**config.mk**
```make
export PLATFORM = sky130hd
export DESIGN_NAME = ppm2code
export DESIGN_NICKNAME = d
export VERILOG_FILES = /design/src/rtl/ppm_pkg.sv /design/src/rtl/ppm_sync_edge.sv /design/src/rtl/ppm2code.sv
export SDC_FILE = /design/constraint.sdc
export NUM_CORES = 1
export LEC_CHECK = 0
export BUFFER_PORTS_ARGS = -buffer_cell sky130_fd_sc_hd__buf_2
export CAP_MARGIN = 5
export CORE_UTILIZATION = 30
export CTS_BUF_LIST = sky130_fd_sc_hd__clkbuf_8 sky130_fd_sc_hd__clkbuf_16
export DETAILED_ROUTE_END_ITERATION = 16
export GPL_TIMING_DRIVEN = 1
export PLACE_DENSITY = 0.48
export SLEW_MARGIN = 0
export SYNTH_ARGS = -nofsm -noshare
export SYNTH_HDL_FRONTEND = slang
export SYNTH_HIERARCHICAL = 1
export SYNTH_SLANG_ARGS = --single-unit
```
**constraint.sdc**
```tcl
create_clock -name CLK -period 2.25 [get_ports CLK]
set_input_delay 0.45 -clock CLK [delete_from_list [all_inputs] [get_ports CLK]]
set_output_delay 0.45 -clock CLK [all_outputs]
set_load 0.005 [all_outputs]
```
**src/rtl/ppm_pkg.sv**
```systemverilog
// Shared definitions for the PPM pulse-width decoder and its encoder counterpart.
// Holds the FSM state type, the code width and the default pulse limits.
package ppm_pkg;

  localparam int CODE_W = 16;

  localparam logic [15:0] DEF_MIN_WIDTH      = 16'd1;
  localparam logic [15:0] DEF_MAX_WIDTH      = 16'd65534;
  localparam logic [23:0] DEF_TIMEOUT_CYCLES = 24'd200000;

  typedef enum logic [1:0] {
    ST_ARM  = 2'd0,
    ST_IDLE = 2'd1,
    ST_HIGH = 2'd2,
    ST_OVER = 2'd3
  } state_t;

  // A measured width is reportable when it lies inside the accepted window.
  function automatic logic width_ok(input logic [CODE_W-1:0] width,
                                    input logic [CODE_W-1:0] lo,
                                    input logic [CODE_W-1:0] hi);
    return (width >= lo) && (width <= hi);
  endfunction

endpackage

```
**src/rtl/ppm_sync_edge.sv**
```systemverilog
// Brings the asynchronous pulse pin into the clock domain and derives
// single-cycle rise/fall indications from the synchronized level.
module ppm_sync_edge #(
  parameter int SYNC_STAGES = 2
) (
  input  logic clk,
  input  logic rst,
  input  logic ppm,
  output logic ppm_s,
  output logic rise,
  output logic fall
);

  logic [SYNC_STAGES-1:0] sync;
  logic                   ppm_d;

  // Synchronizer chain plus one delay flop for edge detection.
  always_ff @(posedge clk or posedge rst) begin
    if (rst) begin
      sync  <= '0;
      ppm_d <= 1'b0;
    end else begin
      sync  <= {sync[SYNC_STAGES-2:0], ppm};
      ppm_d <= sync[SYNC_STAGES-1];
    end
  end

  assign ppm_s = sync[SYNC_STAGES-1];
  assign rise  = ppm_s & ~ppm_d;
  assign fall  = ~ppm_s & ppm_d;

endmodule

```
**src/rtl/ppm2code.sv**
```systemverilog
// Pulse-width decoder: a pin-level high time of N clock cycles is reported as
// CODE = N with a VALID strobe; out-of-window pulses give ERR, silence gives LOST.
module ppm2code
  import ppm_pkg::*;
#(
  parameter int          SYNC_STAGES    = 2,
  parameter logic [15:0] MIN_WIDTH      = DEF_MIN_WIDTH,
  parameter logic [15:0] MAX_WIDTH      = DEF_MAX_WIDTH,
  parameter logic [23:0] TIMEOUT_CYCLES = DEF_TIMEOUT_CYCLES
) (
  input  logic              CLK,
  input  logic              RST,
  input  logic              PPM,
  output logic [CODE_W-1:0] CODE,
  output logic              VALID,
  output logic              ERR,
  output logic              LOST
);

  localparam logic [CODE_W-1:0] SETTLE = CODE_W'(SYNC_STAGES);

  state_t            state;
  logic [CODE_W-1:0] width;
  logic [23:0]       tmo_cnt;
  logic              ppm_s;
  logic              rise;
  logic              fall;
  logic              valid_evt;

  ppm_sync_edge #(
    .SYNC_STAGES(SYNC_STAGES)
  ) u_sync (
    .clk  (CLK),
    .rst  (RST),
    .ppm  (PPM),
    .ppm_s(ppm_s),
    .rise (rise),
    .fall (fall)
  );

  assign valid_evt = (state == ST_HIGH) && fall && width_ok(width, MIN_WIDTH, MAX_WIDTH);

  // Pulse measurement FSM. In ARM the width counter doubles as a settle timer so
  // the reset-cleared synchronizer cannot fake a low level and admit a partial pulse.
  always_ff @(posedge CLK or posedge RST) begin
    if (RST) begin
      state <= ST_ARM;
      width <= '0;
      CODE  <= '0;
      VALID <= 1'b0;
      ERR   <= 1'b0;
    end else begin
      VALID <= 1'b0;
      ERR   <= 1'b0;
      case (state)
        ST_ARM: begin
          if (width < SETTLE) begin
            width <= width + 16'd1;
          end else if (!ppm_s) begin
            state <= ST_IDLE;
            width <= '0;
          end else begin
            state <= ST_ARM;
          end
        end
        ST_IDLE: begin
          if (rise) begin
            state <= ST_HIGH;
            width <= 16'd1;
          end else begin
            state <= ST_IDLE;
          end
        end
        ST_HIGH: begin
          if (fall) begin
            if (valid_evt) begin
              CODE  <= width;
              VALID <= 1'b1;
            end else begin
              ERR <= 1'b1;
            end
            state <= ST_IDLE;
          end else if (width >= MAX_WIDTH) begin
            state <= ST_OVER;
          end else begin
            width <= width + 16'd1;
          end
        end
        ST_OVER: begin
          if (fall) begin
            ERR   <= 1'b1;
            state <= ST_IDLE;
          end else begin
            state <= ST_OVER;
          end
        end
        default: begin
          state <= ST_ARM;
          width <= '0;
        end
      endcase
    end
  end

  // Loss-of-signal timer; LOST is sticky from reset until the first accepted pulse.
  always_ff @(posedge CLK or posedge RST) begin
    if (RST) begin
      tmo_cnt <= '0;
      LOST    <= 1'b1;
    end else if (valid_evt) begin
      tmo_cnt <= '0;
      LOST    <= 1'b0;
    end else if (tmo_cnt < TIMEOUT_CYCLES) begin
      tmo_cnt <= tmo_cnt + 24'd1;
      if (tmo_cnt + 24'd1 == TIMEOUT_CYCLES) begin
        LOST <= 1'b1;
      end else begin
        LOST <= LOST;
      end
    end else begin
      LOST <= 1'b1;
    end
  end

endmodule

```
-- Word-level counts from Yosys, hierarchy flattened
Cells that the tools add are included.
- divide/modulo/power cells: 0
- bitwise gates (word level): 4
- reduce and logical (&&, ||, !) cells: 9
- multiplexer cells: 25
- eq/ne operators: 11
- multiply operators: 0
- add/sub/neg operators: 2
- shift operators: 0
- magnitude comparators: 5
- operator list (kind ; count):
    16-bit two-way mux ; 5
    24-bit two-way mux ; 2
    16-bit case mux with 3 select lines ; 1
    24-bit by 1-bit adder with 24-bit output, second input constant ; 1
    24-bit by 18-bit equality test with 1-bit output, second input constant ; 1
    24-bit by 18-bit < comparator with 1-bit output, second input constant ; 1
    16-bit by 1-bit adder with 16-bit output, second input constant ; 1
    16-bit by 1-bit >= comparator with 1-bit output, second input constant ; 1
    16-bit >= comparator, second input constant ; 1
    16-bit <= comparator, second input constant ; 1
    16-bit by 2-bit < comparator with 1-bit output, second input constant ; 1
    1-bit two-way mux ; 10
    2-bit two-way mux ; 5
    2-bit inequality test, second input constant ; 4
    2-bit case mux with 4 select lines ; 1
    3-bit by 2-bit inequality test with 1-bit output, second input constant ; 2
    5-bit AND reduction ; 1
    2-bit equality test, second input constant ; 2
    1-bit logical AND ; 3
    3-bit inequality test, second input constant ; 1
    3-bit AND reduction ; 1
    3-bit nonzero test ; 1
    1-bit bitwise AND ; 2
    2-bit by 1-bit equality test with 1-bit output, second input constant ; 1
    5 further kinds ; 6
- register bits: 64
- logic and storage cells: 65
- memories: 0
- input port bits: 3
- bits in latches: 0
- memory bits (read-only): 0
- bits in writable memories: 0
- output and inout bits: 19

-- Logic depth before layout (Yosys ltp)
Gate-level depths: netlist of the first run.
- word-level depth: 7
- gate-level depth with buffers: 8
- gate-level depth less buffers: 7

-- Hierarchy
The synthesis of the first run kept the hierarchy.
- by module, submodules not included (module ; seq. area each (um^2) ; cells an instance ; times used ; area an instance (um^2)):
    ppm2code ; 1527.7 ; 366 ; 1 ; 3575.9
    ppm_sync_edge ; 75.1 ; 6 ; 1 ; 93.8

-- Least setup slack after synthesis of the first run
OpenSTA, ideal clock, no wires.
- kind: register to register
- start point: register width[8]
- end point: register CODE[1]
- setup time: 0.128 ns
- required time: 2.122 ns
- setup slack: -0.131 ns
- clock period less this slack: 2.381 ns
- arrival: 2.253 ns
- buffers on the path: 1
- cell stages (with the launch flop): 7
- cell sequence: dfrtp_1 -> nand2_1 -> or3_1 -> or3_4 -> a2111oi_4 -> buf_6 -> mux2_1
- word-level cells in the longest chain between the ends: 4
- elaborated cells between the ends (all ways): 5
- classes of those cells: 2 x order compare; 3 x reduce/logical
- ends and longest elaborated chain (element ; line ; source):
    start: declaration ; ppm2code.sv:23 ; logic [CODE_W-1:0] width;
    start signal: assignment ; ppm2code.sv:58 ; width <= width + 16'd1;
    start signal: assignment ; ppm2code.sv:86 ; width <= width + 16'd1;
    16-bit by 1-bit >= comparator with 1-bit output / 16-bit <= comparator (equally long branches) ; ppm_pkg.sv:22 ; return (width >= lo) && (width <= hi);
    1-bit logical AND (*) ; ppm_pkg.sv:22 ;
    1-bit logical AND (*) ; ppm2code.sv:41 ; assign valid_evt = (state == ST_HIGH) && fall && width_ok(width, MIN_WIDTH, MAX_WIDTH);
    3-bit AND reduction (no line) (*) ; - ;
    end signal: assignment ; ppm2code.sv:77 ; CODE <= width;
    end: declaration ; ppm2code.sv:14 ; output logic [CODE_W-1:0] CODE,
Mark *: on every way between the ends. The rest lies on a longest branch, timed or not.
A chain may end at the register's enable or synchronous reset.

-- Worst setup path in the final report of the first run
- start point: register width[8]
- end point: register CODE[5]
Same word-level chain as after synthesis.

==> results_dict.tcl, run 1 <==
set metrics [dict create \
    status "finished with violations" \
    violations "setup timing" \
    fin_setup_tns_ns -3.95 \
    hold_path_class "in -> reg" \
    cpPeakStageDelay_ns 0.42 \
    swShare 0.355 \
    start_kind "flop" \
    hold_viol_final 0 \
    fp-row-count 40 \
    clk_latency_ns 0.34 \
    fin_nets 492 \
    synth-compound-area-share 0.119 \
    end_kind "flop" \
    syn_area_per_cell_sq_um 9.86 \
    p_per_area_mw_per_mm2 947 \
    leakagePower_nw 2.41 \
    antenna_left 0 \
    htree_levels 3 \
    switching_power_mw 1.77 \
    viasPerCell 5.16 \
    met2_usage 0.282 \
    totalWireLength_mm 10.4 \
    antenna_found_initial 0 \
    clk_pin_slew_ns 0.06 \
    synth_top_area_cell "dfrtp_1" \
    cts_root_buf "clkbuf_16" \
    relSlewSlack 0.701 \
    synthCells 372 \
    crit_path_cell_trace "nand2_2 > or3_4 > or3_4 > a2111oi_4 > buf_4 > buf_6 > mux2_2" \
    cp.required_ns 2.47 \
    clock-sinks 64 \
    dp_slack_ns -0.154 \
    netlist_area_sq_mm 0.00367 \
    crit_type "reg -> reg" \
    synthMuxAreaShare 0.0573 \
    synth_nets 384 \
    seq_power_share 0.285 \
    worstMarginPinSlew_ns 0.445 \
    ys.flop_type "dfrtp_1" \
    finalCritPeriodShare 1.07 \
    start_util 0.307 \
    power_frac_comb 0.433 \
    setup_slack_ns -0.149 \
    skew_ns 0.00675 \
    wire_per_inst_um 16.4 \
    holdPathStages 1 \
    gr-total-overflow 0 \
    clockBufferDepth 2 \
    final_common_cell "buf_4" \
    setup_viol 43 \
    met3_usage 0.0367 \
    dieHeight_um 113 \
    port_buffers 21 \
    grt_pass1_wl_mm 15.8 \
    p_int_mw 3.22 \
    final_cell_mix "buf_4, dfrtp_1, nand2_1, nor2_1, buf_2" \
    drc 0 \
    slowest_stage "dfrtp_2" \
    die_x_um 113 \
    slew_viol_final 0 \
    yosysUniqueCellTypes 64 \
    dieArea_sq_mm 0.0127 \
    worstRegToRegCells 7 \
    grt_pass1_vias 3301 \
    drive_above_1_share 0.437 \
    fmax_mhz 417 \
    yosys.area_share.simple 0.252 \
    synth_top_family_by_area "simple AND/OR/NAND/NOR gates" \
    area_delta_synth_final_pct 43.9 \
    tritoncts "done" \
    vdd_drop_max_mv 0.764 \
    ys_ff_latch 64 \
    synth_xor_area_frac 0.0477 \
    max_cap_viol_count 0 \
    routabilityCongestion 0.816 \
    critPathArrivalTime_ns 2.62 \
    busiest_layer "met2" \
    synth-adder-area-share 0.0307 \
    cts_buffers 9 \
    drtPass1Iterations 4 \
    fill_cells 1143 \
    ios 22 \
    cp_max_fo 5 \
    synth_edf_count 0 \
    rsz0062_at_grt "yes" \
    yosysSeqAreaShare 0.437 \
    grt.total_usage 0.160 \
    critPathMostFrequentCell "or3_4" \
    synth.area.top_cells "dfrtp_1, xnor2_1, nor2_1" \
    grt_max_degree 62 \
    whs_ns 0.212 \
    core_sq_mm 0.0120 \
    clockPowerShare 0.282 \
    synth_top_area_share 0.430 \
    finalCriticalPeriod_ns 2.40 \
    met1_usage 0.183 \
    diodes 0 \
    dpl.hpwl_mm 6.46 \
    via_count 3260 \
    first_iter_violations 167 \
    synth_warnings 6 \
    async_flop_share 1.00 \
]
==> synth_stat cells (2+ instances only) <==
| master | instances |
|---|---|
| nand4_4 | 2 |
| or4_2 | 2 |
| and2b_2 | 2 |
| a21oi_1 | 10 |
| dfrtp_1 | 63 |
| nand2b_1 | 4 |
| o21ai_0 | 21 |
| o221ai_1 | 2 |
| and3_1 | 7 |
| or4_1 | 2 |
| clkbuf_1 | 8 |
| or3_1 | 2 |
| buf_4 | 3 |
| nand4_1 | 5 |
| and2_1 | 4 |
| and4_1 | 2 |
| nor4_1 | 11 |
| nor3_1 | 13 |
| nor2b_1 | 8 |
| inv_1 | 10 |
| a31oi_1 | 5 |
| mux2_2 | 4 |
| xnor2_1 | 19 |
| ha_1 | 9 |
| or2_2 | 2 |
| nand2_1 | 30 |
| o41ai_1 | 3 |
| buf_2 | 2 |
| nand3_1 | 15 |
| nor2_1 | 42 |
| buf_6 | 4 |
| mux2i_1 | 3 |
| mux2_1 | 12 |
| o31ai_1 | 9 |
| clkbuf_8 | 3 |
==> power by group through the flow <==
stage | combinational [mW] | sequential, mW | clock [mW]
2_1_floorplan | 1.01 | 1.42 | 0
3_3_place_gp | 1.68 | 1.44 | 0
3_5_place_dp | 1.70 | 1.44 | 0
4_1_cts | 1.77 | 1.42 | 1.45
5_1_grt | 2.35 | 1.44 | 1.48
6_report | 2.17 | 1.43 | 1.41
==> timing repair <==
action / 4_1_cts / 5_1_grt
pin swaps: 4 / 29
setup buffers: 13 / 6
gates resized for setup: 24 / 77
cloned: 1 / 3
hold buffers: 1 / 0
endpoints found under the setup margin: 52 / 56
hold endpoints to repair: 3 / 0
==> worst max-delay path: cells and delay by family (launching register included) <==
| family | cells | cell delay [ns] |
|---|---|---|
| buf+inv | 2 | 0.32 |
| flops | 1 | 0.42 |
| compound gates | 1 | 0.39 |
| simple gates | 3 | 0.83 |
| mux | 1 | 0.33 |
==> layer usage <==
layer / share of wire / vias to the layer above
met3: 0.033 / 27
met1: 0.42 / 1608
met4: 0.027 / 0
li1: - / 1554
met2: 0.52 / 71
met5: 0 / -
==> final timing paths <==
path,start,end,slack (ns)
setup / recovery,width[8]$_DFFE_PP0P_,CODE[5]$_DFFE_PP0P_,-0.15
hold / removal,PPM,u_sync/sync[0]$_DFF_PP0_,0.21
setup reg to reg,width[8]$_DFFE_PP0P_,CODE[5]$_DFFE_PP0P_,-0.15
hold reg to reg,u_sync/sync[0]$_DFF_PP0_,u_sync/sync[1]$_DFF_PP0_,0.35
max in group asynchronous,RST,tmo_cnt[3]$_DFFE_PP0P_,1.21
min in group asynchronous,RST,u_sync/sync[0]$_DFF_PP0_,0.53
==> metrics by stage <==
| step | utilization | power, mW | cell area [sq um] | cells |
|---|---|---|---|---|
| global placement | 0.366 | 3.12 | 4380 | 594 |
| global route | 0.441 | 5.28 | 5280 | 632 |
| finish | 0.441 | 5.00 | 5280 | 632 |
| detailed placement | 0.366 | 3.14 | 4380 | 594 |
| CTS | 0.409 | 4.64 | 4890 | 625 |
| floorplan | - | 2.43 | 3680 | 372 |
==> flip-flops by register name (all words and copies together) (netlist names) <==
name,cells
tmo_cnt,24
LOST,1
width,16
state,2
VALID,1
u_sync/ppm_d,1
u_sync/sync,2
ERR,1
CODE,16
==> area by class of cell <==
type | count | area (sq um) | area share
Timing Repair Buffer | 119 | 963 | 0.182
Inverter | 10 | 37.5 | 0.00711
Clock buffer | 10 | 239 | 0.0453
Multi-Input combinational cell | 276 | 2190 | 0.415
Sequential cell | 64 | 1610 | 0.304
Clock inverter | 6 | 60.1 | 0.0114
Tap cell | 147 | 184 | 0.0348
==> cells by family after synthesis <==
kind of cell / Yosys count
flops: 64
buf+inv: 32
compound gates: 63
xor+xnor: 20
simple gates: 165
mux: 19
fa+ha+maj: 9
No activity file was read; power rests on OpenSTA's default activity.
==> run 2: changes to the inputs <==
- CAP_MARGIN: 5 -> 10
- CORE_UTILIZATION: 30 -> 25
- PLACE_DENSITY: 0.48 -> 0.42
==> results_dict.tcl, run 2 (same netlist as run 1, synthesis figures left out) <==
set metrics [dict create \
    clk_pin_slew_ns 0.06 \
    core_sq_mm 0.0141 \
    diodes 0 \
    fp-row-count 43 \
    place_area_sq_mm 0.00444 \
    cts_root_buf "clkbuf_16" \
    cp.required_ns 2.50 \
    routabilityCongestion 0.770 \
    setup_viol 41 \
    start_kind "flop" \
    hold_viol_final 0 \
    port_buffers 21 \
    hold_path_class "in -> reg" \
    grt_pass1_wl_mm 15.6 \
    dieHeight_um 123 \
    antenna_left 0 \
    cts_buffers 9 \
    slowest_stage "or4b_4" \
    critPathArrivalTime_ns 2.71 \
    max_cap_viol_count 0 \
    wire_per_inst_um 15.2 \
    dpl.hpwl_mm 6.93 \
    regMostFlops "tmo_cnt" \
    largest_register_ffs 24 \
    p_per_area_mw_per_mm2 945 \
    grt_max_degree 54 \
    drive_above_1_share 0.390 \
    clock-sinks 64 \
    die_x_um 123 \
    slew_viol_final 0 \
    gr-total-overflow 0 \
    cpPeakStageDelay_ns 0.53 \
    leakagePower_nw 2.36 \
    violations "setup timing" \
    dp_slack_ns -0.176 \
    tritoncts "done" \
    crit_path_cell_trace "buf_4 > nor4_2 > nand4_1 > nor3b_2 > a2111oi_4 > buf_6 > or4b_4 > o32ai_2" \
    rsz0062_at_grt "yes" \
    fin_nets 487 \
    clk_latency_ns 0.34 \
    skew_ns 0.00597 \
    ios 22 \
    area_delta_synth_final_pct 39.0 \
    start_util 0.260 \
    drc 0 \
    totalWireLength_mm 10.0 \
    place_inst 629 \
    viasPerCell 4.72 \
    vdd_drop_max_mv 0.534 \
    crit_type "reg -> reg" \
    cp_max_fo 7 \
    status "finished with violations" \
    final_cell_mix "buf_4, dfrtp_1, nor2_1, nand2_1, buf_2" \
    clockBufferDepth 2 \
    grt_pass1_vias 2982 \
    fill_cells 1442 \
    fin_area_sq_mm 0.00510 \
    htree_levels 3 \
    drtPass1Iterations 4 \
    first_iter_violations 120 \
    end_kind "flop" \
    finalCritPeriodShare 1.09 \
    antenna_found_initial 0 \
    relSlewSlack 0.651 \
    setup_slack_ns -0.210 \
    fmax_mhz 407 \
    final_common_cell "buf_4" \
    dieArea_sq_mm 0.0152 \
    top_regs "tmo_cnt (24), CODE (16), width (16)" \
    finalCriticalPeriod_ns 2.46 \
    grt.total_usage 0.138 \
    via_count 3114 \
    worstMarginPinSlew_ns 0.516 \
    fin_cells 660 \
]
## run 2: cell types whose count changed in the layout (fill, tap and decap cells not counted), moves of 2 or more
| cell | change |
|---|---|
| clkbuf_16 | -2 |
| o221ai_2 | -2 |
| nor2_1 | +16 |
| o21ai_0 | +2 |
| mux2_4 | +2 |
| nor2b_4 | -3 |
| o21ai_1 | -2 |
| nor2_4 | -15 |
| nor2b_1 | +3 |
## run 2: final timing paths
check                                         startpoint  cells past startpoint  slack [ns]                  endpoint
worst max-delay path                width[3]$_DFFE_PP0P_                      8       -0.21          LOST$_DFFE_PP1P_
worst min-delay path                                 PPM                      1        0.22  u_sync/sync[0]$_DFF_PP0_
worst max register to register      width[3]$_DFFE_PP0P_                      8       -0.21          LOST$_DFFE_PP1P_
worst min register to register  u_sync/sync[0]$_DFF_PP0_                      0        0.36  u_sync/sync[1]$_DFF_PP0_
max in group asynchronous                            RST                      4        1.06          LOST$_DFFE_PP1P_
min in group asynchronous                            RST                      3        0.53  u_sync/sync[0]$_DFF_PP0_
## run 2: through the flow
| stage | TNS, ns | total power, mW | util | hold slack, ns |
|---|---|---|---|---|
| floorplan | -1.49 | 2.43 | - | 0.204 |
| global placement | -2.22 | 3.14 | 0.315 | 0.331 |
| detailed placement | -2.36 | 3.16 | 0.315 | 0.332 |
| CTS | -1.77 | 4.67 | 0.343 | 0.198 |
| global route | -8.33 | 5.14 | 0.362 | 0.204 |
| finish | -5.40 | 4.82 | 0.362 | 0.221 |
## run 2: final cells by class
class,count,area (sq um),area share
Clock buffer,10,239,0.0468
Tap cell,180,225,0.0442
Multi-Input combinational cell,276,2060,0.403
Clock inverter,6,67.6,0.0132
Timing Repair Buffer,114,871,0.171
Inverter,10,37.5,0.00736
Sequential cell,64,1610,0.315
## run 2: power breakdown
group,switching (mW),internal (mW),leakage [nW]
Clock,0.540,0.890,0.145
Combinational,1.03,0.937,1.36
Sequential,0.133,1.29,0.858
Total,1.70,3.12,2.36
## run 2: what timing repair did
item,in CTS,in global routing
endpoints found under the setup margin,32,48
resized for setup,12,49
hold endpoints to repair,3,0
gates cloned,0,2
hold buffers,1,0
setup buffers,3,10
pin swaps,3,17
## run 2: worst max-delay path, delay by kind of cell (launching register included)
kind                   cells  cell delay, ns
and+or+nand+nor            4            1.36
DFF                        1            0.39
AOI/OAI and AO/OA          2            0.32
buffers and inverters      2            0.30
## run 2: layer usage
metal | wire length, um | part of all wire | global-route usage | vias to the layer above
li1 | - | - | - | 1545
met1 | 4550 | 0.45 | 0.176 | 1498
met2 | 4910 | 0.49 | 0.220 | 57
met3 | 375 | 0.037 | 0.0434 | 14
met4 | 175 | 0.017 | 0.0437 | 0
met5 | 0 | 0 | 0 | -
